--- src/rtl/dlx_fetch_pkg.sv ---
// Shared types and constants for the DLX instruction-fetch slice.
// Holds the fetch FSM state encoding, buffer entry layout and PC helpers.
package dlx_fetch_pkg;

  localparam int INSTR_W = 32;
  localparam int ADDR_W  = 32;

  localparam logic [ADDR_W-1:0] DEFAULT_RESET_PC = 32'h0000_0000;

  typedef enum logic [1:0] {
    IDLE  = 2'd0,
    BUSY  = 2'd1,
    DRAIN = 2'd2
  } fetch_state_e;

  typedef struct packed {
    logic [INSTR_W-1:0] instr;
    logic [ADDR_W-1:0]  pc;
  } fetch_entry_t;

  // Instruction addresses are word aligned; low two bits are forced to zero.
  function automatic logic [ADDR_W-1:0] align_pc(input logic [ADDR_W-1:0] addr);
    return {addr[ADDR_W-1:2], 2'b00};
  endfunction

  function automatic logic [ADDR_W-1:0] next_pc(input logic [ADDR_W-1:0] addr);
    return addr + ADDR_W'(4);
  endfunction

endpackage

--- src/rtl/pc_fetch_if.sv ---
// Fetch-unit bus: redirect input, instruction-memory port and decode handshake.
// The master modport is the fetch unit, the slave modport its environment.
interface pc_fetch_if;
  import dlx_fetch_pkg::*;

  logic               take_branch;
  logic [ADDR_W-1:0]  target_pc;

  logic               imem_req;
  logic [ADDR_W-1:0]  imem_addr;
  logic               imem_ack;
  logic [INSTR_W-1:0] imem_rdata;

  logic               if_valid;
  logic [INSTR_W-1:0] if_instr;
  logic [ADDR_W-1:0]  if_pc;
  logic               if_ready;

  modport master (
    input  take_branch,
    input  target_pc,
    output imem_req,
    output imem_addr,
    input  imem_ack,
    input  imem_rdata,
    output if_valid,
    output if_instr,
    output if_pc,
    input  if_ready
  );

  modport slave (
    output take_branch,
    output target_pc,
    input  imem_req,
    input  imem_addr,
    output imem_ack,
    output imem_rdata,
    input  if_valid,
    input  if_instr,
    input  if_pc,
    output if_ready
  );

endinterface

--- src/rtl/fetch_buffer.sv ---
// Small synchronous FIFO of {instr, pc} entries between fetch and decode.
// Flush has priority over push and pop; push and pop may coincide at any occupancy.
module fetch_buffer
  import dlx_fetch_pkg::*;
#(
  parameter int DEPTH = 2,
  parameter int CNT_W = $clog2(DEPTH + 1)
) (
  input  logic             clk,
  input  logic             rst_n,
  input  logic             push_i,
  input  fetch_entry_t     push_entry_i,
  input  logic             pop_i,
  input  logic             flush_i,
  output logic             valid_o,
  output fetch_entry_t     head_o,
  output logic [CNT_W-1:0] count_o
);

  localparam int               PTR_W    = $clog2(DEPTH);
  localparam logic [PTR_W-1:0] LAST_PTR = PTR_W'(DEPTH - 1);
  localparam logic [CNT_W-1:0] FULL_CNT = CNT_W'(DEPTH);

  fetch_entry_t     mem_q [DEPTH];
  logic [PTR_W-1:0] wr_ptr_q, wr_ptr_d;
  logic [PTR_W-1:0] rd_ptr_q, rd_ptr_d;
  logic [CNT_W-1:0] count_q, count_d;
  logic             do_push;
  logic             do_pop;

  // Explicit wrap so non-power-of-two depths cycle correctly.
  function automatic logic [PTR_W-1:0] ptr_inc(input logic [PTR_W-1:0] ptr);
    return (ptr == LAST_PTR) ? '0 : ptr + PTR_W'(1);
  endfunction

  always_comb begin
    do_pop   = pop_i && !flush_i && (count_q != '0);
    do_push  = push_i && !flush_i && ((count_q != FULL_CNT) || do_pop);
    wr_ptr_d = do_push ? ptr_inc(wr_ptr_q) : wr_ptr_q;
    rd_ptr_d = do_pop ? ptr_inc(rd_ptr_q) : rd_ptr_q;
    count_d  = count_q;
    if (flush_i) begin
      wr_ptr_d = '0;
      rd_ptr_d = '0;
      count_d  = '0;
    end else if (do_push && !do_pop) begin
      count_d = count_q + CNT_W'(1);
    end else if (do_pop && !do_push) begin
      count_d = count_q - CNT_W'(1);
    end
  end

  always_ff @(posedge clk or negedge rst_n) begin
    if (!rst_n) begin
      wr_ptr_q <= '0;
      rd_ptr_q <= '0;
      count_q  <= '0;
    end else begin
      wr_ptr_q <= wr_ptr_d;
      rd_ptr_q <= rd_ptr_d;
      count_q  <= count_d;
    end
  end

  // Storage is not reset; the head is masked to zero while the buffer is empty.
  always_ff @(posedge clk) begin
    if (do_push) begin
      mem_q[wr_ptr_q] <= push_entry_i;
    end
  end

  assign valid_o = (count_q != '0);
  assign head_o  = valid_o ? mem_q[rd_ptr_q] : '0;
  assign count_o = count_q;

endmodule

--- src/rtl/pc_fetch.sv ---
// Instruction fetch unit: single-outstanding request FSM, fetch PC and redirect
// handling, feeding decode through a fetch_buffer.
module pc_fetch
  import dlx_fetch_pkg::*;
#(
  parameter logic [ADDR_W-1:0] RESET_PC  = DEFAULT_RESET_PC,
  parameter int                BUF_DEPTH = 2
) (
  input  logic       clk,
  input  logic       rst_n,
  pc_fetch_if.master bus
);

  localparam int             CNT_W   = $clog2(BUF_DEPTH + 1);
  localparam logic [CNT_W:0] DEPTH_C = (CNT_W + 1)'(BUF_DEPTH);

  localparam logic [1:0] S_IDLE  = IDLE;
  localparam logic [1:0] S_BUSY  = BUSY;
  localparam logic [1:0] S_DRAIN = DRAIN;

  logic [1:0]        state_q, state_d;
  logic [ADDR_W-1:0] pc_q, pc_d;
  logic [ADDR_W-1:0] tgt_q, tgt_d;

  logic              buf_push;
  logic              buf_pop;
  logic              buf_flush;
  logic              buf_valid;
  fetch_entry_t      push_entry;
  fetch_entry_t      head_entry;
  logic [CNT_W-1:0]  buf_count;
  logic [CNT_W:0]    occ_now;
  logic [CNT_W:0]    occ_after;
  logic [ADDR_W-1:0] redirect_pc;

  assign redirect_pc = align_pc(bus.target_pc);
  assign buf_flush   = bus.take_branch;
  assign buf_pop     = buf_valid && bus.if_ready && !bus.take_branch;
  assign occ_now     = {1'b0, buf_count};
  assign occ_after   = occ_now + (CNT_W + 1)'(1) - (CNT_W + 1)'(buf_pop);

  assign push_entry.instr = bus.imem_rdata;
  assign push_entry.pc    = pc_q;

  // pc_q doubles as the request address: it only moves in IDLE or on an ack,
  // so imem_addr stays put for the whole life of a request.
  always_comb begin
    state_d  = state_q;
    pc_d     = pc_q;
    tgt_d    = tgt_q;
    buf_push = 1'b0;
    case (state_q)
      S_IDLE: begin
        if (bus.take_branch) begin
          pc_d    = redirect_pc;
          state_d = S_BUSY;
        end else if (occ_now < DEPTH_C) begin
          state_d = S_BUSY;
        end
      end
      S_BUSY: begin
        if (bus.imem_ack) begin
          if (bus.take_branch) begin
            pc_d = redirect_pc;
          end else begin
            buf_push = 1'b1;
            pc_d     = next_pc(pc_q);
            state_d  = (occ_after < DEPTH_C) ? S_BUSY : S_IDLE;
          end
        end else if (bus.take_branch) begin
          tgt_d   = redirect_pc;
          state_d = S_DRAIN;
        end
      end
      S_DRAIN: begin
        if (bus.take_branch) begin
          tgt_d = redirect_pc;
        end
        if (bus.imem_ack) begin
          pc_d    = bus.take_branch ? redirect_pc : tgt_q;
          state_d = S_BUSY;
        end
      end
      default: state_d = S_IDLE;
    endcase
  end

  always_ff @(posedge clk or negedge rst_n) begin
    if (!rst_n) begin
      state_q <= S_IDLE;
      pc_q    <= RESET_PC;
      tgt_q   <= RESET_PC;
    end else begin
      state_q <= state_d;
      pc_q    <= pc_d;
      tgt_q   <= tgt_d;
    end
  end

  fetch_buffer #(
    .DEPTH (BUF_DEPTH),
    .CNT_W (CNT_W)
  ) u_buf (
    .clk          (clk),
    .rst_n        (rst_n),
    .push_i       (buf_push),
    .push_entry_i (push_entry),
    .pop_i        (buf_pop),
    .flush_i      (buf_flush),
    .valid_o      (buf_valid),
    .head_o       (head_entry),
    .count_o      (buf_count)
  );

  assign bus.imem_req  = (state_q == S_BUSY) || (state_q == S_DRAIN);
  assign bus.imem_addr = pc_q;
  assign bus.if_valid  = buf_valid;
  assign bus.if_instr  = head_entry.instr;
  assign bus.if_pc     = head_entry.pc;

endmodule

--- src/flat_wrapper.sv ---
// flat-port wrapper written by rule: the top's interface ports become plain ports
module pc_fetch_flat import dlx_fetch_pkg::*;
#(
  parameter logic [ADDR_W-1:0] RESET_PC  = DEFAULT_RESET_PC,
  parameter int                BUF_DEPTH = 2
)
  (clk, rst_n, bus_take_branch, bus_target_pc, bus_imem_req, bus_imem_addr, bus_imem_ack, bus_imem_rdata, bus_if_valid, bus_if_instr, bus_if_pc, bus_if_ready);
  pc_fetch_if bus_i ();
  input  logic clk;
  input  logic rst_n;
  input wire logic [$bits(bus_i.take_branch)-1:0] bus_take_branch;
  input wire logic [$bits(bus_i.target_pc)-1:0] bus_target_pc;
  output wire logic [$bits(bus_i.imem_req)-1:0] bus_imem_req;
  output wire logic [$bits(bus_i.imem_addr)-1:0] bus_imem_addr;
  input wire logic [$bits(bus_i.imem_ack)-1:0] bus_imem_ack;
  input wire logic [$bits(bus_i.imem_rdata)-1:0] bus_imem_rdata;
  output wire logic [$bits(bus_i.if_valid)-1:0] bus_if_valid;
  output wire logic [$bits(bus_i.if_instr)-1:0] bus_if_instr;
  output wire logic [$bits(bus_i.if_pc)-1:0] bus_if_pc;
  input wire logic [$bits(bus_i.if_ready)-1:0] bus_if_ready;
  assign bus_i.take_branch = bus_take_branch;
  assign bus_i.target_pc = bus_target_pc;
  assign bus_imem_req = bus_i.imem_req;
  assign bus_imem_addr = bus_i.imem_addr;
  assign bus_i.imem_ack = bus_imem_ack;
  assign bus_i.imem_rdata = bus_imem_rdata;
  assign bus_if_valid = bus_i.if_valid;
  assign bus_if_instr = bus_i.if_instr;
  assign bus_if_pc = bus_i.if_pc;
  assign bus_i.if_ready = bus_if_ready;
  pc_fetch #(.RESET_PC(RESET_PC), .BUF_DEPTH(BUF_DEPTH)) u_core (.clk(clk), .rst_n(rst_n), .bus(bus_i));
endmodule
--- config.mk ---
export PLATFORM = sky130hd
export DESIGN_NAME = pc_fetch_flat
export DESIGN_NICKNAME = d
export VERILOG_FILES = /design/src/rtl/dlx_fetch_pkg.sv /design/src/rtl/pc_fetch_if.sv /design/src/rtl/fetch_buffer.sv /design/src/rtl/pc_fetch.sv /design/src/flat_wrapper.sv
export SDC_FILE = /design/constraint.sdc
export NUM_CORES = 1
export LEC_CHECK = 0
export BUFFER_PORTS_ARGS = -buffer_cell sky130_fd_sc_hd__buf_2
export CORE_MARGIN = 4
export CORE_UTILIZATION = 50
export CTS_BUF_LIST = sky130_fd_sc_hd__clkbuf_2
export CTS_CLUSTER_SIZE = 20
export DETAILED_ROUTE_END_ITERATION = 10
export MAX_ROUTING_LAYER = met4
export PLACE_DENSITY_LB_ADDON = 0.05
export REMOVE_ABC_BUFFERS = 1
export SYNTH_ARGS = -nofsm -noshare
export SYNTH_HDL_FRONTEND = slang
export SYNTH_SLANG_ARGS = --single-unit
--- constraint.sdc ---
create_clock -name clk -period 6.4 [get_ports clk]
set_input_delay 0.64 -clock clk [delete_from_list [all_inputs] [get_ports clk]]
set_output_delay 0.64 -clock clk [all_outputs]
set_load 0.02 [all_outputs]
==> impl_metrics.sql, run 1 <==
INSERT INTO impl_metrics (metric_group, metric, value, unit) VALUES
('drt', 'route.detailed.vias_per_inst', '5.721', ''),
('critical_path', 'timing.critical_path.max_delay_family', 'simple AND/OR/NAND/NOR gates', ''),
('clock_tree', 'clk_latency', '750', 'ps'),
('drt', 'postRouteAntennaNets', '0', ''),
('critical_path', 'critical_path.reg2reg.startpoint', 'u_core.state_q[1]', ''),
('floorplan', 'core_area', '0.01796', 'mm²'),
('global_route', 'grt_pass1_wl', '34.16', 'mm'),
('synthesis', 'post_synth_inst_count', '744', ''),
('layout', 'nFillCells', '1500', ''),
('power', 'power-per-cell-area', '407.2', 'mW/mm²'),
('timing', 'rsz0062_at_grt', 'false', ''),
('place', 'portBuffers', '164', ''),
('timing', 'final_critical_path_required_period', '3502', 'ps'),
('drt', 'vias', '6648', ''),
('synthesis', 'number_of_enable_flip_flop_cells_after_synthesis', '128', ''),
('critical_path', 'cp-endpoint', 'u_core.u_buf.mem_q[0][6]', ''),
('synthesis', 'syn-mean-instance-area', '12.27', 'µm²'),
('timing', 'finalSetupViolCount', '0', ''),
('layout', 'synthesis_to_finish_area_growth', '17.26', '%'),
('clock_tree', 'clock_tree.buffer_depth', '2', ''),
('floorplan', 'io_pins', '167', ''),
('layout', 'fin_nets', '991', ''),
('critical_path', 'worstPathArrival', '3920', 'ps'),
('critical_path', 'setup.worst_path.start_class', 'flip-flop', ''),
('critical_path', 'worst-setup-path-type', 'reg2reg', ''),
('clock_tree', 'ctsHtreeMaxLevel', '4', ''),
('global_route', 'first_global_vias', '6484', ''),
('synthesis', 'postSynthRegisterBits', '198', ''),
('drt', 'detail_route.drc_violations', '0', ''),
('timing', 'period_utilization_post_route', '54.72', '%'),
('job', 'max-cap-violations', '0', ''),
('critical_path', 'cpMaxStageDelayCell', 'sky130_fd_sc_hd__nor2b_4', ''),
('critical_path', 'critical_path_required', '6820', 'ps'),
('clock_tree', 'cts_root_buffer', 'sky130_fd_sc_hd__clkbuf_2', ''),
('synthesis', 'ys_types', '60', ''),
('critical_path', 'crit_start', 'u_core.state_q[1]', ''),
('synthesis', 'synth-main-ff-cell', 'sky130_fd_sc_hd__edfxtp_1', ''),
('floorplan', 'floorplan.rows', '49', ''),
('worst_hold_path', 'timing.hold.worst.class', 'in2async', ''),
('critical_path', 'cp.buffers_inverters', '2', ''),
('critical_path', 'r2r-end', 'u_core.u_buf.mem_q[0][6]', ''),
('layout', 'final_common_cell', 'sky130_fd_sc_hd__buf_2', ''),
('place', 'place_congestion', '0.8325', ''),
('layout', 'layout.area.seq', '0.005599', 'mm²'),
('drt', 'drt-initial-drc-count', '370', ''),
('critical_path', 'worst-r2r-cell-count', '6', ''),
('timing', 'relSlewSlack', '6.797', '%'),
('power', 'total_leakage_power', '4.179', 'nW'),
('clock_tree', 'tritoncts_num_sinks', '198', ''),
('synthesis', 'synth.yosys.seq_area_share', '61.31', '%'),
('global_route', 'number_of_antenna_violations_at_the_first_check_in_global_routing', '2', ''),
('global_route', 'grt_overflow', '0', ''),
('timing', 'timing_worst_slew_pin_value', '1389', 'ps'),
('layout', 'most-common-layout-cells', '164 x sky130_fd_sc_hd__buf_2, 128 x sky130_fd_sc_hd__edfxtp_1, 98 x sky130_fd_sc_hd__nor2_1', ''),
('critical_path', 'critPathMaxFanout', '31', ''),
('place', 'place.detailed.hpwl', '13.84', 'mm'),
('drt', 'routed_wirelength', '21.95', 'mm'),
('critical_path', 'critical_path.cell_chain', 'inv_1, ha_1, nor2b_1, and3_1, nor2b_4, buf_4', ''),
('outcome', 'status', 'complete, no violations', ''),
('power', 'vdd_drop_max', '0.4167', 'mV'),
('layout', 'layout-drive-gt1-share', '27.63', '%'),
('clock_tree', 'clock_pin_slew_of_the_registers_on_the_worst_case_setup_and_hold_paths', '310', 'ps'),
('synthesis', 'async_reset_ff_share', '35.35', '%'),
('critical_path', 'crit_path_capture_type', 'flip-flop', ''),
('drt', 'routed_length_per_placed_instance', '18.89', 'µm'),
('timing', 'report.final.hold_viol_count', '0', ''),
('timing', 'slew_viol_final', '0', ''),
('floorplan', 'floorplan.initialDensity', '50.80', '%'),
('timing', 'skew', '32.99', 'ps'),
('floorplan', 'die_height', '143.1', 'µm'),
('floorplan', 'die_width', '143.1', 'µm');
-- stage by stage --
stage          setup slack (ps)  hold slack, ps  instances  power (mW)  util [%]
6_report                   2898           41.77       1162       4.357     59.57
5_1_grt                    2661           1.798       1161       4.645     59.56
4_1_cts                    2841           1.670       1145       4.372     58.75
3_5_place_dp               2689           470.4       1096       3.772     56.51
3_3_place_gp               2805           468.9       1096       3.690     56.51
2_1_floorplan              1466           344.4        694       3.147         -
-- cells in the mapped netlist (2+ instances only) --
cell type | instances | share of area [%]
sky130_fd_sc_hd__a211o_1 | 2 | 0.19
sky130_fd_sc_hd__a211oi_1 | 3 | 0.25
sky130_fd_sc_hd__a21boi_0 | 3 | 0.25
sky130_fd_sc_hd__a21o_1 | 5 | 0.41
sky130_fd_sc_hd__a21oi_1 | 17 | 0.93
sky130_fd_sc_hd__a221oi_1 | 12 | 1.2
sky130_fd_sc_hd__a22o_1 | 5 | 0.48
sky130_fd_sc_hd__a22oi_1 | 6 | 0.49
sky130_fd_sc_hd__a311oi_1 | 2 | 0.19
sky130_fd_sc_hd__a31oi_1 | 11 | 0.75
sky130_fd_sc_hd__and2_1 | 3 | 0.21
sky130_fd_sc_hd__and3_1 | 5 | 0.34
sky130_fd_sc_hd__and4_1 | 3 | 0.29
sky130_fd_sc_hd__buf_1 | 15 | 0.62
sky130_fd_sc_hd__clkbuf_1 | 34 | 1.4
sky130_fd_sc_hd__dfrtp_1 | 70 | 19
sky130_fd_sc_hd__edfxtp_1 | 128 | 42
sky130_fd_sc_hd__ha_1 | 5 | 0.69
sky130_fd_sc_hd__inv_1 | 16 | 0.66
sky130_fd_sc_hd__mux2_2 | 39 | 4.8
sky130_fd_sc_hd__mux2i_1 | 70 | 7.7
sky130_fd_sc_hd__nand2_1 | 30 | 1.2
sky130_fd_sc_hd__nand2b_1 | 4 | 0.27
sky130_fd_sc_hd__nand3_1 | 13 | 0.71
sky130_fd_sc_hd__nand3b_1 | 2 | 0.16
sky130_fd_sc_hd__nand4_1 | 8 | 0.55
sky130_fd_sc_hd__nor2_1 | 99 | 4.1
sky130_fd_sc_hd__nor2b_1 | 6 | 0.41
sky130_fd_sc_hd__nor3_1 | 15 | 0.82
sky130_fd_sc_hd__nor3b_1 | 3 | 0.25
sky130_fd_sc_hd__nor4_1 | 10 | 0.69
sky130_fd_sc_hd__o211ai_1 | 2 | 0.16
sky130_fd_sc_hd__o21ai_0 | 43 | 2.4
sky130_fd_sc_hd__o221a_2 | 2 | 0.25
sky130_fd_sc_hd__o221ai_1 | 3 | 0.29
sky130_fd_sc_hd__o22a_1 | 2 | 0.19
sky130_fd_sc_hd__o2bb2ai_1 | 3 | 0.29
sky130_fd_sc_hd__o31ai_1 | 6 | 0.49
sky130_fd_sc_hd__o32ai_1 | 2 | 0.19
sky130_fd_sc_hd__or3_1 | 6 | 0.41
sky130_fd_sc_hd__or4_1 | 4 | 0.33
sky130_fd_sc_hd__xnor2_1 | 8 | 0.77
sky130_fd_sc_hd__xor2_1 | 2 | 0.19
-- flip-flops by register name, indices dropped and copies added, names as in the netlist --
name and flops:
u_core.u_buf.mem_q 128, u_core.bus.imem_addr 32, u_core.tgt_q 32, u_core.state_q 2, u_core.u_buf.count_o 2, u_core.u_buf.rd_ptr_q 1
u_core.u_buf.wr_ptr_q 1
-- cell type report --
| class | count | area share, % |
|---|---|---|
| Timing Repair Buffer | 204 | 11.20 |
| Inverter | 16 | 0.5612 |
| Multi-Input combinational cell | 480 | 31.00 |
| Tap cell | 229 | 2.677 |
| Sequential cell | 198 | 52.32 |
| Clock inverter | 13 | 1.286 |
| Antenna cell | 3 | 0.07015 |
| Clock buffer | 19 | 0.8886 |
-- worst min path at each step --
stage	cells after the start	slack, ps	end	from
6_report	2	40	u_core.tgt_q[1]	rst_n
4_1_cts	1	2	u_core.u_buf.mem_q[0][45]	bus_imem_rdata[13]
2_1_floorplan	0	340	u_core.bus.imem_addr[0]	rst_n
3_3_place_gp	1	470	u_core.tgt_q[1]	u_core.tgt_q[1]
3_5_place_dp	1	470	u_core.tgt_q[0]	u_core.tgt_q[0]
5_1_grt	1	2	u_core.u_buf.mem_q[0][49]	bus_imem_rdata[17]
-- power breakdown --
group	leakage, nW	internal (mW)	switching, mW
Sequential	2.00	1.70	0.309
Combinational	2.03	0.672	1.07
Clock	0.144	0.158	0.438
Total	4.18	2.54	1.82
-- cell families (layout without fill, tap and decap cells) --
group           after synthesis  count (layout)  synth area share (%)
compound gates              140             140                 10.46
xor+xnor                     10              10                0.9598
fa+ha+maj                     5               5                0.6855
buf+inv                      66             252                 2.728
flops                       198             198                 61.31
mux                         109             109                 12.49
other cells                   0               3                     0
simple gates                216             216                 11.37
-- layer usage --
metal  vias up  track usage [%]  wire (µm)
li1       3145                -          -
met5         -                -          0
met2       203            34.79      10540
met1      3267            28.93       9836
met3        33            4.253       1156
met4         0            7.804        420
-- repair_timing --
action	in CTS	in global routing
resized for setup	0	0
hold buffers	17	14
setup endpoints to repair	0	0
hold endpoints to repair	32	28
buffers inserted	0	0
(Power assumes the default switching activity.)
==> run 2, diff against run 1 <==
clock period = 2.9 ns   (was 6.4 ns; I/O delays follow)
==> run 2 against run 1 <==
Clock power up 110%. Via count up 3.3%. Utilization up 3.3 points. Combinational power up 140%. Sequential share of layout area down 2.7 points. Largest power group unchanged. Highest routed layer unchanged.
==> impl_metrics.sql, run 2 (same netlist as run 1, synthesis figures left out) <==
INSERT INTO impl_metrics (metric_group, metric, value, unit) VALUES
('layout', 'synthesis_to_finish_area_growth', '23.76', '%'),
('power', 'vdd_drop_max', '0.4460', 'mV'),
('drt', 'postRouteAntennaNets', '0', ''),
('place', 'place_congestion', '0.8518', ''),
('critical_path', 'cpMaxStageDelayCell', 'sky130_fd_sc_hd__dfrtp_4', ''),
('critical_path', 'critical_path.reg2reg.startpoint', 'u_core.bus.imem_addr[2]', ''),
('power', 'power-per-cell-area', '865.2', 'mW/mm²'),
('timing', 'skew', '48.68', 'ps'),
('critical_path', 'crit_start', 'u_core.u_buf.rd_ptr_q', ''),
('clock_tree', 'tritoncts_num_sinks', '198', ''),
('place', 'dpl_worst_slack', '389.1', 'ps'),
('clock_tree', 'clock_pin_slew_of_the_registers_on_the_worst_case_setup_and_hold_paths', '310', 'ps'),
('layout', 'nFillCells', '1465', ''),
('global_route', 'grt_usage', '22.88', '%'),
('drt', 'detail_route.first_pass.iterations', '6', ''),
('global_route', 'grt_pass1_wl', '35.55', 'mm'),
('layout', 'final_common_cell', 'sky130_fd_sc_hd__buf_2', ''),
('timing', 'maxClockFrequency', '383.5', 'MHz'),
('global_route', 'grt_start_max_net_pins', '65', ''),
('power', 'total_leakage_power', '4.458', 'nW'),
('timing', 'relSlewSlack', '44.30', '%'),
('layout', 'most-common-layout-cells', '164 x sky130_fd_sc_hd__buf_2, 128 x sky130_fd_sc_hd__edfxtp_1, 98 x sky130_fd_sc_hd__nor2_1', ''),
('global_route', 'number_of_antenna_violations_at_the_first_check_in_global_routing', '0', ''),
('critical_path', 'crit_path_max_incr_delay', '760', 'ps'),
('layout', 'fin_nets', '1052', ''),
('drt', 'detail_route.drc_violations', '0', ''),
('clock_tree', 'clock_tree.buffer_depth', '2', ''),
('global_route', 'grt_overflow', '0', ''),
('timing', 'timing.final.ws_setup', '292.5', 'ps'),
('worst_hold_path', 'min_from', 'bus_imem_rdata[25]', ''),
('timing', 'rsz0062_at_grt', 'false', ''),
('clock_tree', 'ctsHtreeMaxLevel', '4', ''),
('floorplan', 'die_height', '143.1', 'µm'),
('critical_path', 'path_depth', '4', ''),
('clock_tree', 'cts_root_buffer', 'sky130_fd_sc_hd__clkbuf_2', ''),
('critical_path', 'worst-r2r-cell-count', '6', ''),
('drt', 'vias', '6870', ''),
('timing', 'finalSetupViolCount', '0', ''),
('floorplan', 'floorplan.rows', '49', ''),
('floorplan', 'floorplan.initialDensity', '50.80', '%'),
('critical_path', 'timing.critical_path.max_delay_family', 'flip-flops', ''),
('place', 'placedCellCount', '1118', ''),
('layout', 'layout-drive-gt1-share', '28.25', '%'),
('outcome', 'status', 'complete, no violations', ''),
('critical_path', 'worstPathArrival', '2320', 'ps'),
('critical_path', 'critical_path.cell_chain', 'buf_12, mux2i_1, nor2_1, buf_2', ''),
('job', 'max-cap-violations', '0', ''),
('critical_path', 'crit_path_capture_type', 'output port', ''),
('critical_path', 'setup.worst_path.start_class', 'flip-flop', ''),
('critical_path', 'critical_path_required', '2610', 'ps'),
('critical_path', 'worst-setup-path-type', 'reg2out', ''),
('critical_path', 'critPathMaxFanout', '21', ''),
('timing', 'report.final.hold_viol_count', '0', ''),
('worst_hold_path', 'hold-path-cell-count', '2', ''),
('layout', 'layout.cells.non_filler', '1220', ''),
('layout', 'most_flop_heavy_register', 'u_core.u_buf.mem_q', ''),
('floorplan', 'io_pins', '167', ''),
('timing', 'timing_worst_slew_pin_value', '832.8', 'ps'),
('layout', 'insertedDiodeCount', '0', ''),
('critical_path', 'rrSetupSlack', '370', 'ps'),
('clock_tree', 'tritoncts', 'built', ''),
('floorplan', 'die_width', '143.1', 'µm'),
('drt', 'route.detailed.vias_per_inst', '5.631', ''),
('timing', 'final_critical_path_required_period', '2607', 'ps'),
('place', 'portBuffers', '164', ''),
('floorplan', 'core_area', '0.01796', 'mm²'),
('floorplan', 'dieArea', '0.02048', 'mm²'),
('global_route', 'first_global_vias', '6865', ''),
('drt', 'routed_length_per_placed_instance', '18.65', 'µm'),
('drt', 'routed_wirelength', '22.75', 'mm'),
('layout', 'largest_register_ffs', '128', ''),
('clock_tree', 'cts_buffers', '17', ''),
('timing', 'slew_viol_final', '0', ''),
('place', 'place.detailed.hpwl', '14.75', 'mm'),
('worst_hold_path', 'timing.hold.worst.class', 'in2reg', ''),
('critical_path', 'cp.buffers_inverters', '2', ''),
('clock_tree', 'clk_latency', '790', 'ps'),
('drt', 'drt-initial-drc-count', '418', ''),
('timing', 'worst_hold_slack', '214.5', 'ps'),
('timing', 'period_utilization_post_route', '89.91', '%');
## run 2: cell count changes in the layout (fill, tap and decap cells not counted), sizes merged
cell | before | now
clkbuf | 19 | 17
clkinv | 4 | 9
buf | 173 | 196
dlygate4sd3 | 31 | 69
bufinv | 1 | 0
diode | 3 | 0
inv | 23 | 21
## run 2: path summary, 6_finish.rpt
| kind | endpoint |
|---|---|
| setup / recovery | bus_if_instr[14] |
| hold / removal | u_core.u_buf.mem_q[1][57] |
| hold reg to reg | u_core.tgt_q[1] |
| min in group asynchronous | u_core.tgt_q[10] |
| setup reg to reg | u_core.bus.imem_addr[30] |
| max in group asynchronous | u_core.u_buf.rd_ptr_q |
## run 2: cell type report
cell class                      count  area [µm²]  area share (%)
Inverter                           16       60.06          0.5317
Multi-Input combinational cell    480        3317           29.37
Clock buffer                       17       85.08          0.7533
Clock inverter                     15       121.4           1.075
Tap cell                          229       286.5           2.537
Sequential cell                   198        5599           49.57
Timing Repair Buffer              265        1826           16.16
## run 2: stage by stage
stage	cell area, µm²	util, %	total power [mW]	TNS, ps
after floorplan	8937	-	6.944	-199830
after global placement	10370	57.71	8.323	0
after detailed placement	10370	57.71	8.516	0
after CTS	11260	62.70	9.794	0
after global routing	11290	62.88	10.41	0
final	11290	62.88	9.772	0
## run 2: power breakdown
part           switching, mW  leakage (nW)  internal [mW]
clock network          0.982         0.132          0.246
registers              0.626          2.00           3.76
logic                   2.49          2.32           1.67
## run 2: routing by layer
metal / share of wire (%) / global-route usage, % / routed length (µm) / vias to the layer above
met4: 1.9 / 8.154 / 433 / 0
met5: 0 / - / 0 / -
met3: 5.1 / 4.320 / 1162 / 36
met1: 43 / 28.13 / 9735 / 3382
li1: - / - / - / 3251
met2: 50 / 38.01 / 11420 / 201
## run 2: what timing repair did
| item | CTS | global route |
|---|---|---|
| setup buffers | 0 | 1 |
| hold endpoints to repair | 190 | 0 |
| endpoints found under the setup margin | 0 | 64 |
| hold buffers | 69 | 0 |
| gates resized for setup | 0 | 1 |
